<file path="src/rtl/pipe_ctrl_pkg.sv">
// pipe_ctrl_pkg: shared state encoding and widths for the pipeline controller
package pipe_ctrl_pkg;
  typedef enum logic {IDLE, BUSY} state_t;
  localparam int TIMEOUT_DEF = 255;
  localparam int WAIT_W = 8;
  localparam int STALL_W = 16;
  localparam int REG_W = 5;
endpackage

</file>
<file path="src/rtl/pipe_ctrl_hazard_detect.sv">
// hazard_detect: load-use hazard between the load in EX and the instruction in ID
module hazard_detect
  import pipe_ctrl_pkg::*;
(
  input  logic             EX_MemRead,
  input  logic [REG_W-1:0] EX_Write_Register,
  input  logic [REG_W-1:0] ID_rs,
  input  logic [REG_W-1:0] ID_rt,
  output logic             load_use
);
  assign load_use = EX_MemRead && EX_Write_Register != '0 &&
                    (EX_Write_Register == ID_rs || EX_Write_Register == ID_rt);
endmodule

</file>
<file path="src/rtl/pipe_ctrl.sv">
// pipe_ctrl: memory-wait FSM, stall counter and stall/flush priority mux
module pipe_ctrl
  import pipe_ctrl_pkg::*;
#(
  parameter int TIMEOUT = TIMEOUT_DEF
) (
  input  logic               sysclk,
  input  logic               reset,
  input  logic [REG_W-1:0]   ID_rs,
  input  logic [REG_W-1:0]   ID_rt,
  input  logic               EX_MemRead,
  input  logic [REG_W-1:0]   EX_Write_Register,
  input  logic               EX_branch_taken,
  input  logic               ID_jump,
  input  logic               MEM_MemRead,
  input  logic               MEM_MemWrite,
  input  logic               mem_ready,
  output logic               mem_req,
  output logic               pc_stall,
  output logic               ifid_stall,
  output logic               idex_stall,
  output logic               exmem_stall,
  output logic               ifid_flush,
  output logic               idex_flush,
  output logic               memwb_flush,
  output logic               mem_err,
  output logic [STALL_W-1:0] stall_cycles
);
  localparam logic [WAIT_W-1:0] TO = WAIT_W'(TIMEOUT);
  state_t state, state_nxt;
  logic [WAIT_W-1:0] wait_cnt;
  logic mem_op, mem_stall, timed_out, load_use;
  hazard_detect u_hazard (
    .EX_MemRead        (EX_MemRead),
    .EX_Write_Register (EX_Write_Register),
    .ID_rs             (ID_rs),
    .ID_rt             (ID_rt),
    .load_use          (load_use)
  );
  assign mem_op    = MEM_MemRead | MEM_MemWrite;
  assign timed_out = state == BUSY && !mem_ready && wait_cnt == TO;
  // the completion or timeout cycle itself lets the pipeline advance
  assign mem_stall = state == BUSY ? !mem_ready && wait_cnt < TO : mem_op;
  always_ff @(posedge sysclk or posedge reset)
    if (reset) state <= IDLE;
    else       state <= state_nxt;
  always_comb
    state_nxt = state == IDLE ? (mem_op ? BUSY : IDLE)
                              : (mem_ready || timed_out ? IDLE : BUSY);
  always_ff @(posedge sysclk or posedge reset)
    if (reset) begin
      wait_cnt     <= '0;
      mem_err      <= 1'b0;
      stall_cycles <= '0;
    end else begin
      wait_cnt     <= state == IDLE ? '0 : (!mem_ready && !timed_out ? wait_cnt + WAIT_W'(1) : wait_cnt);
      mem_err      <= mem_err | timed_out;
      stall_cycles <= stall_cycles + STALL_W'(mem_stall && ~&stall_cycles);
    end
  // priority: memory stall > taken branch > load-use > jump
  always_comb begin
    mem_req     = state == BUSY || mem_op;
    pc_stall    = mem_stall || (!EX_branch_taken && load_use);
    ifid_stall  = mem_stall || (!EX_branch_taken && load_use);
    idex_stall  = mem_stall;
    exmem_stall = mem_stall;
    memwb_flush = mem_stall;
    ifid_flush  = !mem_stall && (EX_branch_taken || (!load_use && ID_jump));
    idex_flush  = !mem_stall && (EX_branch_taken || load_use);
  end
endmodule

</file>
<file path="config.mk">
export PLATFORM = sky130hd
export DESIGN_NAME = pipe_ctrl
export DESIGN_NICKNAME = d
export VERILOG_FILES = /design/src/rtl/pipe_ctrl_pkg.sv /design/src/rtl/pipe_ctrl_hazard_detect.sv /design/src/rtl/pipe_ctrl.sv
export SDC_FILE = /design/constraint.sdc
export NUM_CORES = 1
export LEC_CHECK = 0
export CORE_ASPECT_RATIO = 1.2
export CORE_MARGIN = 2
export CORE_UTILIZATION = 45
export CTS_CLUSTER_DIAMETER = 100
export CTS_CLUSTER_SIZE = 40
export DETAILED_ROUTE_END_ITERATION = 8
export GPL_TIMING_DRIVEN = 1
export PLACE_DENSITY_LB_ADDON = 0.1
export SYNTH_ARGS = -nofsm -noshare
export SYNTH_HDL_FRONTEND = slang
export SYNTH_SLANG_ARGS = --single-unit
</file>
<file path="constraint.sdc">
create_clock -name sysclk -period 2.9 [get_ports sysclk]
set_input_delay 0.435 -clock sysclk [delete_from_list [all_inputs] [get_ports sysclk]]
set_output_delay 0.435 -clock sysclk [all_outputs]
set_load 0.005 [all_outputs]
</file>
; ---- Word-level counts from Yosys, hierarchy flattened
; Index checks and enable logic that the tools add are counted.
[word_totals]
reg_bits = 26
inputBits = 23
out_inout_bits = 25
word_cells = 44
[op_classes]
addsub = 2
order_cmp = 1
n_eq_ne = 4
n_mux = 6
n_bitwise = 2
reduce_logical = 25
[op_table]
columns = cell, n
row1 = 16-bit by 1-bit adder with 16-bit output, 1
row2 = 8-bit 2-to-1 mux, 2
row3 = 16-bit AND reduction, 1
row4 = 1-bit logical AND, 11
row5 = 5-bit == test, 2
row6 = "8-bit by 1-bit adder with 8-bit output, second input constant", 1
row7 = "8-bit == test, second input constant", 1
row8 = "8-bit < comparator, second input constant", 1
row9 = 1-bit logical NOT, 6
row10 = 1-bit logical OR, 6
row11 = 5-bit nonzero test, 1
row12 = 1-bit 2-to-1 mux, 4
row13 = "2-bit by 1-bit inequality test with 1-bit output, second input constant", 1
row14 = 1-bit bitwise OR, 2

; ---- Logic depth before layout (Yosys ltp)
[logic_depth]
depth_word = 7
depth_mapped = 10
depth_no_buf = 9

; ---- Modules after synthesis
; A second synthesis with hierarchy kept.
[hier_totals]
cells_unflattened = 136
area_unflattened_um2 = 1406.3
[by_module_without_submodules]
columns = module, instances, cells_each, area_per_inst_um2, seq_area_each_um2
row1 = pipe_ctrl, 1, 119, 1281.2, 650.6
row2 = hazard_detect, 1, 17, 125.1, 0.0

; ---- Worst setup path before layout
; OpenSTA, ideal clock, no wires.
[synth_path]
kind = reg2reg
start = reg wait_cnt[0]
end = reg stall_cycles[14]
setup_time_ns = 0.123
arrival_time_ns = 2.070
required_time_ns = 2.777
slack_ns = 0.707
path_stages_with_launch = 11
n_path_buf = 1
period_less_slack_ns = 2.193
cell_sequence = dfrtp_1 ha_1 nand3_1 o311ai_4 a31oi_1 ha_1 ha_1 and3_1 clkbuf_1 nand4_1 xnor2_1
[synth_via]
elab_chain_cells = 5
[synth_rtl]
columns = item, line
row1 = "start, declared", pipe_ctrl.sv:31  ; logic [WAIT_W-1:0] wait_cnt;
row2 = "start signal, assigned", pipe_ctrl.sv:56  ; wait_cnt <= state == IDLE ? '0 : (!mem_ready && !timed_out ? wait_cnt + WAIT_W'(1) : wait_cnt);
row3 = 8-bit < comparator, pipe_ctrl.sv:43  ; assign mem_stall = state == BUSY ? !mem_ready && wait_cnt < TO : mem_op;
row4 = 1-bit logical AND, pipe_ctrl.sv:43
row5 = 1-bit 2-to-1 mux, pipe_ctrl.sv:43
row6 = 1-bit logical AND, pipe_ctrl.sv:58  ; stall_cycles <= stall_cycles + STALL_W'(mem_stall && ~&stall_cycles);
row7 = 16-bit by 1-bit adder with 16-bit output, pipe_ctrl.sv:58
row8 = "end signal, assigned", pipe_ctrl.sv:58
row9 = "end, declared", pipe_ctrl.sv:27  ; output logic [STALL_W-1:0] stall_cycles
; Every way passes these cells.
; A chain may end at the register's enable or synchronous reset.

; ---- Final worst setup path
[layout_path]
start = in EX_Write_Register[2]
end = out ifid_flush
[layout_via]
elab_chain_cells = 7
elab_cells_between_ends = 10
cone_classes = 2 x eq/ne / 8 x reduce/logical
[layout_rtl]
columns = item, line
row1 = "start, declared", pipe_ctrl.sv:12  ; input logic [REG_W-1:0] EX_Write_Register,
row2 = 5-bit == test or 5-bit nonzero test (tied branches), "pipe_ctrl_hazard_detect.sv:12, pipe_ctrl_hazard_detect.sv:11"
row3 = 1-bit logical OR or 1-bit logical AND (tied branches), "pipe_ctrl_hazard_detect.sv:12, pipe_ctrl_hazard_detect.sv:11"
row4 = 1-bit logical AND (*), pipe_ctrl_hazard_detect.sv:11  ; assign load_use = EX_MemRead && EX_Write_Register != '0 &&
row5 = 1-bit logical NOT (*), pipe_ctrl.sv:68  ; ifid_flush = !mem_stall && (EX_branch_taken || (!load_use && ID_jump));
row6 = 1-bit logical AND (*), pipe_ctrl.sv:68
row7 = 1-bit logical OR (*), pipe_ctrl.sv:68
row8 = 1-bit logical AND (*), pipe_ctrl.sv:68
row9 = "end, declared", pipe_ctrl.sv:23  ; output logic ifid_flush,
; Mark *: on every way between the ends. The rest lies on a longest branch, timed or not.

==> run metrics <==
post-synthesis mux area share=0.0143; fin nets=213; antenna diode instance count=0; number of violations reported at the end of detailed-routing iteration 0=11; Post-Syn Area=0.00140 mm2; power per cell area=483 mW/mm2; clk_lat worst skew=0.31 ns; largest buffer count on any clock path=2; critical path data arrival time=2.37 ns; top routing layer in use=met4; biggest cell delay along the critical path=0.50 ns; share of the cycle needed by the critical path after routing=0.968; Max rail drop VDD=0.525 mV; Core Region=0.00303 mm2; Tot Pwr=0.962 mW; run status=finished clean; fraction of the mapped netlist area in adder cells=0.0268; detailed route wirelength on metal3=121 um; Die Y-Extent=65.1 um; count of input and output buffers=47; number of failing setup endpoints in the final timing report=0; CTS root buf=sky130_fd_sc_hd__clkbuf_4; vias after detailed routing=1,170; via count of the first global-routing pass=1,142; asr flop ratio synth=1.00; Worst-path clk slew=0.13 ns; synthesized-area fraction occupied by ao, oa, aoi and oai cells=0.0991; leading area contributor after synthesis=sky130_fd_sc_hd__dfrtp_1; Total GRT Usage=0.180; Commonest cells post-synth=sky130_fd_sc_hd__dfrtp_1, sky130_fd_sc_hd__xor2_1, sky130_fd_sc_hd__xnor2_1; RSZ-0062 raised after global routing=no; final weighted congestion in routability-driven placement=0.734; dominant combinational cell family by area after synthesis=simple AND/OR/NAND/NOR gates; count of different cell masters after synthesis=37; post-synthesis to final-layout area growth=42.1%; most frequently used flop master after synthesis=sky130_fd_sc_hd__dfrtp_1; number of buffers inserted during clock tree synthesis=3; I/O pin cnt=48; P_leak=0.884 nW; Synth Area in XOR/XNOR=0.162; clock tree from TritonCTS=built; net count of the mapped netlist=158; antenna violations before repair=0; library cell contributing the largest single delay on the critical path=sky130_fd_sc_hd__or4_4; highest clock rate=356 MHz; # rows=22; relative slew slack=0.725; Critical Path Most Common Cell=sky130_fd_sc_hd__clkdlybuf4s50_1; global-route wire length before repair=4770 um; max-capacitance violation count=0; fraction of final layout cells with drive strength greater than 1=0.118; fin crit period=2.81 ns; top-area cell type share of the netlist area=0.464; synthesis warning total=0; mean instance size in the synthesized netlist=10.6 um2; Met1 Routed Length=1240 um; top area cells in the synthesized netlist=sky130_fd_sc_hd__dfrtp_1, sky130_fd_sc_hd__xor2_1, sky130_fd_sc_hd__xnor2_1; data required time of the worst path=2.47 ns; DR WL met2=1680 um; antenna viol nets, final=0; Vias per Instance=5.27; # DRC=0; Die Wd=54.9 um; starting utilization of the core area=0.463; Synth Area in Simple Gates=0.201; CP Max Fanout=3; routed length per placed instance=13.8 um; Setup TNS=0 ns; transition at the pin with the smallest max-transition slack=0.411 ns; cell chain of the critical path=clkdlybuf4s50_1, or4_4, o21ai_2, or2_2, o221a_2, clkdlybuf4s50_1; post-detailed-placement half-perimeter wirelength=2340 um; clock skew after layout=0.00155 ns; total overflow reported by the global router=0; CTS hold repair buffers=0; synthesized flop and latch total=26; maximum number of pins on one net before global-route repair=27; area of the die=0.00358 mm2; share of synthesized area occupied by flip-flops and latches=0.464; EDFF count, synth=0; routed wire length=3060 um; Mapped Cells=132; type of the worst min-delay path=in -> async; Critical Path End Type=primary output; startpoint-to-endpoint class of the critical path=in -> out; most instantiated library cell after synthesis=sky130_fd_sc_hd__dfrtp_1; final count of hold timing violations=0; number of iterations in the first detailed-routing pass=4; H-tree Lvls=1; number of pins exceeding their max-slew limit in the final report=0; startpoint type of the worst setup path=input port; clock net sink count=26
## cell usage in the layout (no fill, tap or decap), types with 2 or more instances in the layout
cell | netlist | layout
sky130_fd_sc_hd__clkdlybuf4s50_1 | 0 | 46
sky130_fd_sc_hd__dfrtp_1 | 26 | 26
sky130_fd_sc_hd__xor2_1 | 14 | 14
sky130_fd_sc_hd__xnor2_1 | 12 | 12
sky130_fd_sc_hd__nand2_1 | 9 | 9
sky130_fd_sc_hd__nor2_1 | 9 | 9
sky130_fd_sc_hd__nand3_1 | 9 | 8
sky130_fd_sc_hd__buf_4 | 3 | 7
sky130_fd_sc_hd__inv_1 | 4 | 4
sky130_fd_sc_hd__and3_1 | 4 | 4
sky130_fd_sc_hd__nand4_1 | 4 | 4
sky130_fd_sc_hd__nor3_1 | 4 | 4
sky130_fd_sc_hd__ha_1 | 3 | 3
sky130_fd_sc_hd__clkbuf_4 | 0 | 3
sky130_fd_sc_hd__or2_2 | 2 | 2
sky130_fd_sc_hd__a21oi_1 | 2 | 2
sky130_fd_sc_hd__a31oi_1 | 2 | 2
sky130_fd_sc_hd__mux2i_1 | 2 | 2
sky130_fd_sc_hd__o211ai_1 | 2 | 2
## path summary, 6_finish.rpt
path,start,endpoint,slack (ns),cells after the start
max in group asynchronous,reset,stall_cycles[13],2.20,3
hold reg to reg,mem_err,mem_err,0.48,2
setup reg to reg,wait_cnt[1],stall_cycles[10],0.53,10
hold / removal,reset,wait_cnt[4],0.46,3
setup / recovery,EX_Write_Register[2],ifid_flush,0.09,6
min in group sysclk,mem_err,mem_err,0.48,2
## worst max-delay path, delay by kind of cell
family / cells / cell delay [ns]
buf+inv: 2 / 0.96
simple gates: 2 / 0.64
compound gates: 2 / 0.34
## report_power, final
group	switching [mW]	internal, mW
sequential	0.0650	0.417
clock	0.103	0.0767
combinational	0.114	0.187
## routing by layer
layer | track usage | up-vias
li1 | - | 575
met1 | 0.207 | 571
met2 | 0.320 | 22
met3 | 0.0341 | 2
met4 | 0.0610 | 0
met5 | 0 | -
## timing repair
item | 4_1_cts | 5_1_grt
endpoints found under the setup margin | 0 | 2
gates resized for setup | 0 | 4
buffers inserted | 0 | 4
## cell families (layout without fill, tap and decap cells)
| group | count (synthesis) | in the layout |
|---|---|---|
| adders and majority gates | 3 | 3 |
| DFF | 26 | 26 |
| buffers and inverters | 9 | 63 |
| xor gates and xnor gates | 26 | 26 |
| and+or+nand+nor | 50 | 50 |
| muxes | 2 | 2 |
| AOI/OAI and AO/OA | 16 | 16 |
## registers in the layout, indices dropped and copies added (netlist names)
name	flops
state	1
stall_cycles	16
wait_cnt	8
mem_err	1
## through the flow
stage,cells,util,cell area [um2],hold WS [ns],worst slack (ns)
2_1_floorplan,132,-,1400,0.454,0.707
3_3_place_gp,214,0.632,1910,0.448,0.0685
3_5_place_dp,214,0.632,1910,0.456,0.0342
4_1_cts,218,0.644,1950,0.457,0.0257
5_1_grt,222,0.657,1990,0.479,0.0277
6_report,222,0.657,1990,0.460,0.0934
## final cells by class
cell class              instances  area (um2)
repair buffers                 54         526
inverters                       5        18.8
well taps                      36        45.0
clock buffers                   4        36.3
fillers                       250        1040
multi-input cells              97         714
flip-flops and latches         26         651
No activity file was read; power rests on OpenSTA's default activity.
==> edit 1 (same settings) <==
Change the package constant `STALL_W` from 16 to 32.
--- a/src/rtl/pipe_ctrl_pkg.sv
+++ b/src/rtl/pipe_ctrl_pkg.sv
@@ -4,5 +4,5 @@
   localparam int TIMEOUT_DEF = 255;
   localparam int WAIT_W = 8;
-  localparam int STALL_W = 16;
+  localparam int STALL_W = 32;
   localparam int REG_W = 5;
 endpackage
Ports: changed (resized stall_cycles); port bits go from 48 to 64. The function was not compared with the original's and may differ.
==> edit 1 against the unedited design <==
Sequential share of layout area grew 1.7 points; setup slack lost 8.0 ps; die area up 53%; first-iteration DRC count grew to 4.8 times the old value; sequential cell count rose by 16; via count is 50% higher; area after synthesis up 58%; clock skew up 6.1 ps; global-route usage is 0.21 points higher; routed wire length increased by 54%; cell area up 53%; power up 57%; largest power group unchanged.
==> edit 1: results (changes against the unedited design) <==
The met2 usage in global routing is 31.3% (-0.73 points). The number of nets in the synthesized netlist was 227 (+44%). The number of nets in the layout came out at 300 (+41%). The smallest hold slack came out at 480 ps (+20.6 ps). The routed length on met2 is 2370 um (+41%). The cell area after placement is 2940 um2 (+53%). In this run the critical register-to-register path is captured at stall_cycles[30].

The flow ran to the end, and the final reports show no timing, DRC or antenna violations. The global-route wire length before repair came out at 7500 um (+57%). The sequential cell count of the final layout was 42 (+62%). The clock network power is 470 uW (+160%). The number of instances in the synthesized netlist came out at 201 (+52%).

The count of H-tree levels built during CTS is 2 (+1). The share of the core filled with cells in the final layout was 65.5% (-0.20 points). The final critical-path share of the clock period is 97.1% (+0.28 points). The fraction of final layout cells with drive strength greater than 1 came out at 10.6% (-1.2 points).

The total half-perimeter wirelength after legalization and detailed placement is 3440 um (+47%). The largest incremental delay on the critical path was 560 ps (+60 ps). The filler cell count came out at 412 (+65%). The root buffer cell chosen for the clock tree is sky130_fd_sc_hd__clkbuf_8. The total wire length came out at 4710 um (+54%). The via-per-instance ratio is 5.28 (+0.13%). The clock network latency to the later pin of the worst-skew pair is 290 ps (-20 ps). The worst slack at placement was 93.1 ps (+58.9 ps).

The worst register-to-register path begins at stall_cycles[24]. The multi-input combinational cell count came out at 146 (+51%).
==> edit 1: cell types whose count changed in the layout (fill, tap and decap cells not counted), moves of 4 or more <==
cell | unedited run | this run
sky130_fd_sc_hd__nand4_1 | 4 | 11
sky130_fd_sc_hd__xnor2_1 | 12 | 29
sky130_fd_sc_hd__dfrtp_1 | 26 | 42
sky130_fd_sc_hd__nand3_1 | 8 | 15
sky130_fd_sc_hd__nand2_1 | 9 | 13
sky130_fd_sc_hd__clkbuf_8 | 1 | 6
sky130_fd_sc_hd__clkdlybuf4s50_1 | 46 | 63
==> edit 1: kinds of logic (layout without fill, tap and decap cells) <==
| family | Yosys count | after routing | synth area share, % |
|---|---|---|---|
| buf+inv | 13 | 86 | 2.95 |
| mux | 1 | 1 | 0.453 |
| fa+ha+maj | 3 | 3 | 1.70 |
| flops | 42 | 42 | 47.6 |
| compound gates | 19 | 19 | 7.59 |
| xor+xnor | 43 | 43 | 17.1 |
| simple gates | 80 | 80 | 22.7 |
==> edit 2 (config.mk and constraints unchanged) <==
Without the edit above. Reset style: synchronous (`reset`), changed in 2 clocked blocks.
--- a/src/rtl/pipe_ctrl.sv
+++ b/src/rtl/pipe_ctrl.sv
@@ -42,5 +42,5 @@
   // the completion or timeout cycle itself lets the pipeline advance
   assign mem_stall = state == BUSY ? !mem_ready && wait_cnt < TO : mem_op;
-  always_ff @(posedge sysclk or posedge reset)
+  always_ff @(posedge sysclk)
     if (reset) state <= IDLE;
     else       state <= state_nxt;
@@ -48,5 +48,5 @@
     state_nxt = state == IDLE ? (mem_op ? BUSY : IDLE)
                               : (mem_ready || timed_out ? IDLE : BUSY);
-  always_ff @(posedge sysclk or posedge reset)
+  always_ff @(posedge sysclk)
     if (reset) begin
       wait_cnt     <= '0;
Behaviour: differs if reset is asserted again (counterexample within 4 cycles, from zero or initial values and one cycle with reset high); with reset held inactive, the same outputs for 10 cycles.
==> edit 2 against the unedited design <==
First-iteration DRC count is 27% higher; area after synthesis shrank 2.1%; hold slack better by 30 ps; cell area is 3.3% lower; setup slack got worse by 18 ps; routed wire length is 4.4% higher; sequential cell count unchanged; critical endpoint unchanged; highest routed layer unchanged.
Power is not compared: it rests on default switching activity, and its combinational part moved more than twofold at a synthesized area within 25%.
==> edit 2: results (changes against the unedited design) <==
The fraction of final layout cells with drive strength greater than 1 is 8.61% (-3.2 points). The violation count after the first detailed-route iteration came to 14 (+3). The sequential element share of the synthesized area came out at 38.0% (-8.5 points). The path category of the worst min-delay check is flip-flop to flip-flop. The remaining global-route overflow is 0 (unchanged). Ranked by instance count, the synthesized netlist is headed by sky130_fd_sc_hd__dfxtp_1, sky130_fd_sc_hd__nor2_1, sky130_fd_sc_hd__xor2_1, sky130_fd_sc_hd__nand3_1. The total half-perimeter wirelength after legalization and detailed placement came out at 2540 um (+8.5%). The count of different cell masters after synthesis is 40 (+8.1%). The detailed-route wire length per cell came out at 13.1 um (-4.6%). The number of flip-flops in the largest register came out at 16 (unchanged). The met2 usage in global routing is 37.0% (+5.1 points). The largest net degree at the start of global routing is 22 (-19%). The fraction of registers with async set or reset after synthesis came out at 0% (-100 points).

The routed length on met2 came to 1750 um (+3.7%). The clock network latency to the later pin of the worst-skew pair came out at ~320 ps. The number of nets in the layout came out at 236 (+11%).

The met3 demand-to-capacity share in global routing came out at 2.76% (-0.64 points). The startpoint identified for the worst register-to-register timing path is wait_cnt[0]. The worst endpoint data arrival time is 2390 ps (+20 ps). The number of instances in the synthesized netlist came to 161 (+22%).

The most critical setup path has its startpoint at EX_Write_Register[3]. The flow ran to the end, and the final reports show no timing, DRC or antenna violations. The number of nets in the synthesized netlist came to 187 (+18%). The cell area after placement is 1880 um2 (-2.0%). The via-per-instance ratio came out at 5.52 (+4.8%). The total wire length is 3190 um (+4.4%). The iteration count of the initial detailed-routing pass came out at 5 (+1). Sorting the synthesized cells by area gives the leading types as sky130_fd_sc_hd__dfxtp_1, sky130_fd_sc_hd__xor2_1, sky130_fd_sc_hd__nor2_1.

The wire length the detailed router placed on met1 is 1280 um (+3.2%). The global-route wire length before repair is 5380 um (+13%). The number of antenna violations at the first check in global routing is 0 (unchanged).

The final weighted congestion in routability-driven placement came out at 0.835 (+14%). In this run the top signal layer used is met4. The global-route usage over all layers came out at 20.0% (+2.1 points). The filler cell count is 237 (-5.2%). The met3 wirelength from detailed routing came out at 148 um (+22%). The number of global-route vias before repair is 1,306 (+14%).

In the final layout, the registers with the most flip-flops are stall_cycles (16), wait_cnt (8). The clock skew after layout is 3.18 ps (+1.63 ps). The headroom to the max-slew limit came out at 72.0% (-0.48 points). The diode insertion count for antenna repair came out at 0 (unchanged). The met1 demand-to-capacity share in global routing came to 22.4% (+1.7 points).
==> edit 2: through the flow <==
| step | util [%] | setup WS [ps] |
|---|---|---|
| global placement | 66.1 | 98.8 |
| CTS | 67.4 | 6.20 |
| detailed placement | 66.1 | 6.00 |
| floorplan | - | 400 |
| finish | 67.8 | 75.7 |
| global route | 67.8 | -18.1 |
==> edit 2: cell families after synthesis <==
kind of cell	synth area share (%)
AO/OA/AOI/OAI	12.3
multiplexers	0.821
buffers and inverters	3.65
adder cells (fa/ha/maj)	2.74
XOR/XNOR	14.7
AND/OR/NAND/NOR	27.8
flip-flops	38.0
==> edit 2: final cells by class <==
type                    count  share of cell area (%)
clock buffers               4                    1.89
inverters                   3                   0.585
multi-input cells         125                    42.0
flip-flops and latches     26                    27.2
well taps                  34                    2.21
repair buffers             51                    26.1
==> edit 2: worst max-delay path: stages <==
cell and delay (ps):
sky130_fd_sc_hd__clkdlybuf4s50_1 470, sky130_fd_sc_hd__or4_1 540, sky130_fd_sc_hd__o21ai_1 250, sky130_fd_sc_hd__o311a_1 190
sky130_fd_sc_hd__clkdlybuf4s50_1 500
==> edit 2: timing repair <==
item / in CTS / in global routing
resized for setup: 0 / 6
hold buffers: 0 / 0
endpoints found under the hold margin: 0 / 0
endpoints found under the setup margin: 0 / 7
==> edit 2: worst paths after layout <==
| kind | to | slack [ps] |
|---|---|---|
| worst max-delay path | ifid_flush | 80 |
| worst min-delay path | mem_err | 490 |
| worst max register to register | stall_cycles[14] | 320 |
| worst min register to register | mem_err | 490 |
==> edit 2: where the power goes <==
group	switching, uW	internal [uW]	total [uW]
clock	106	76.7	183
sequential	9.79	365	375
combinational	46.7	75.8	123
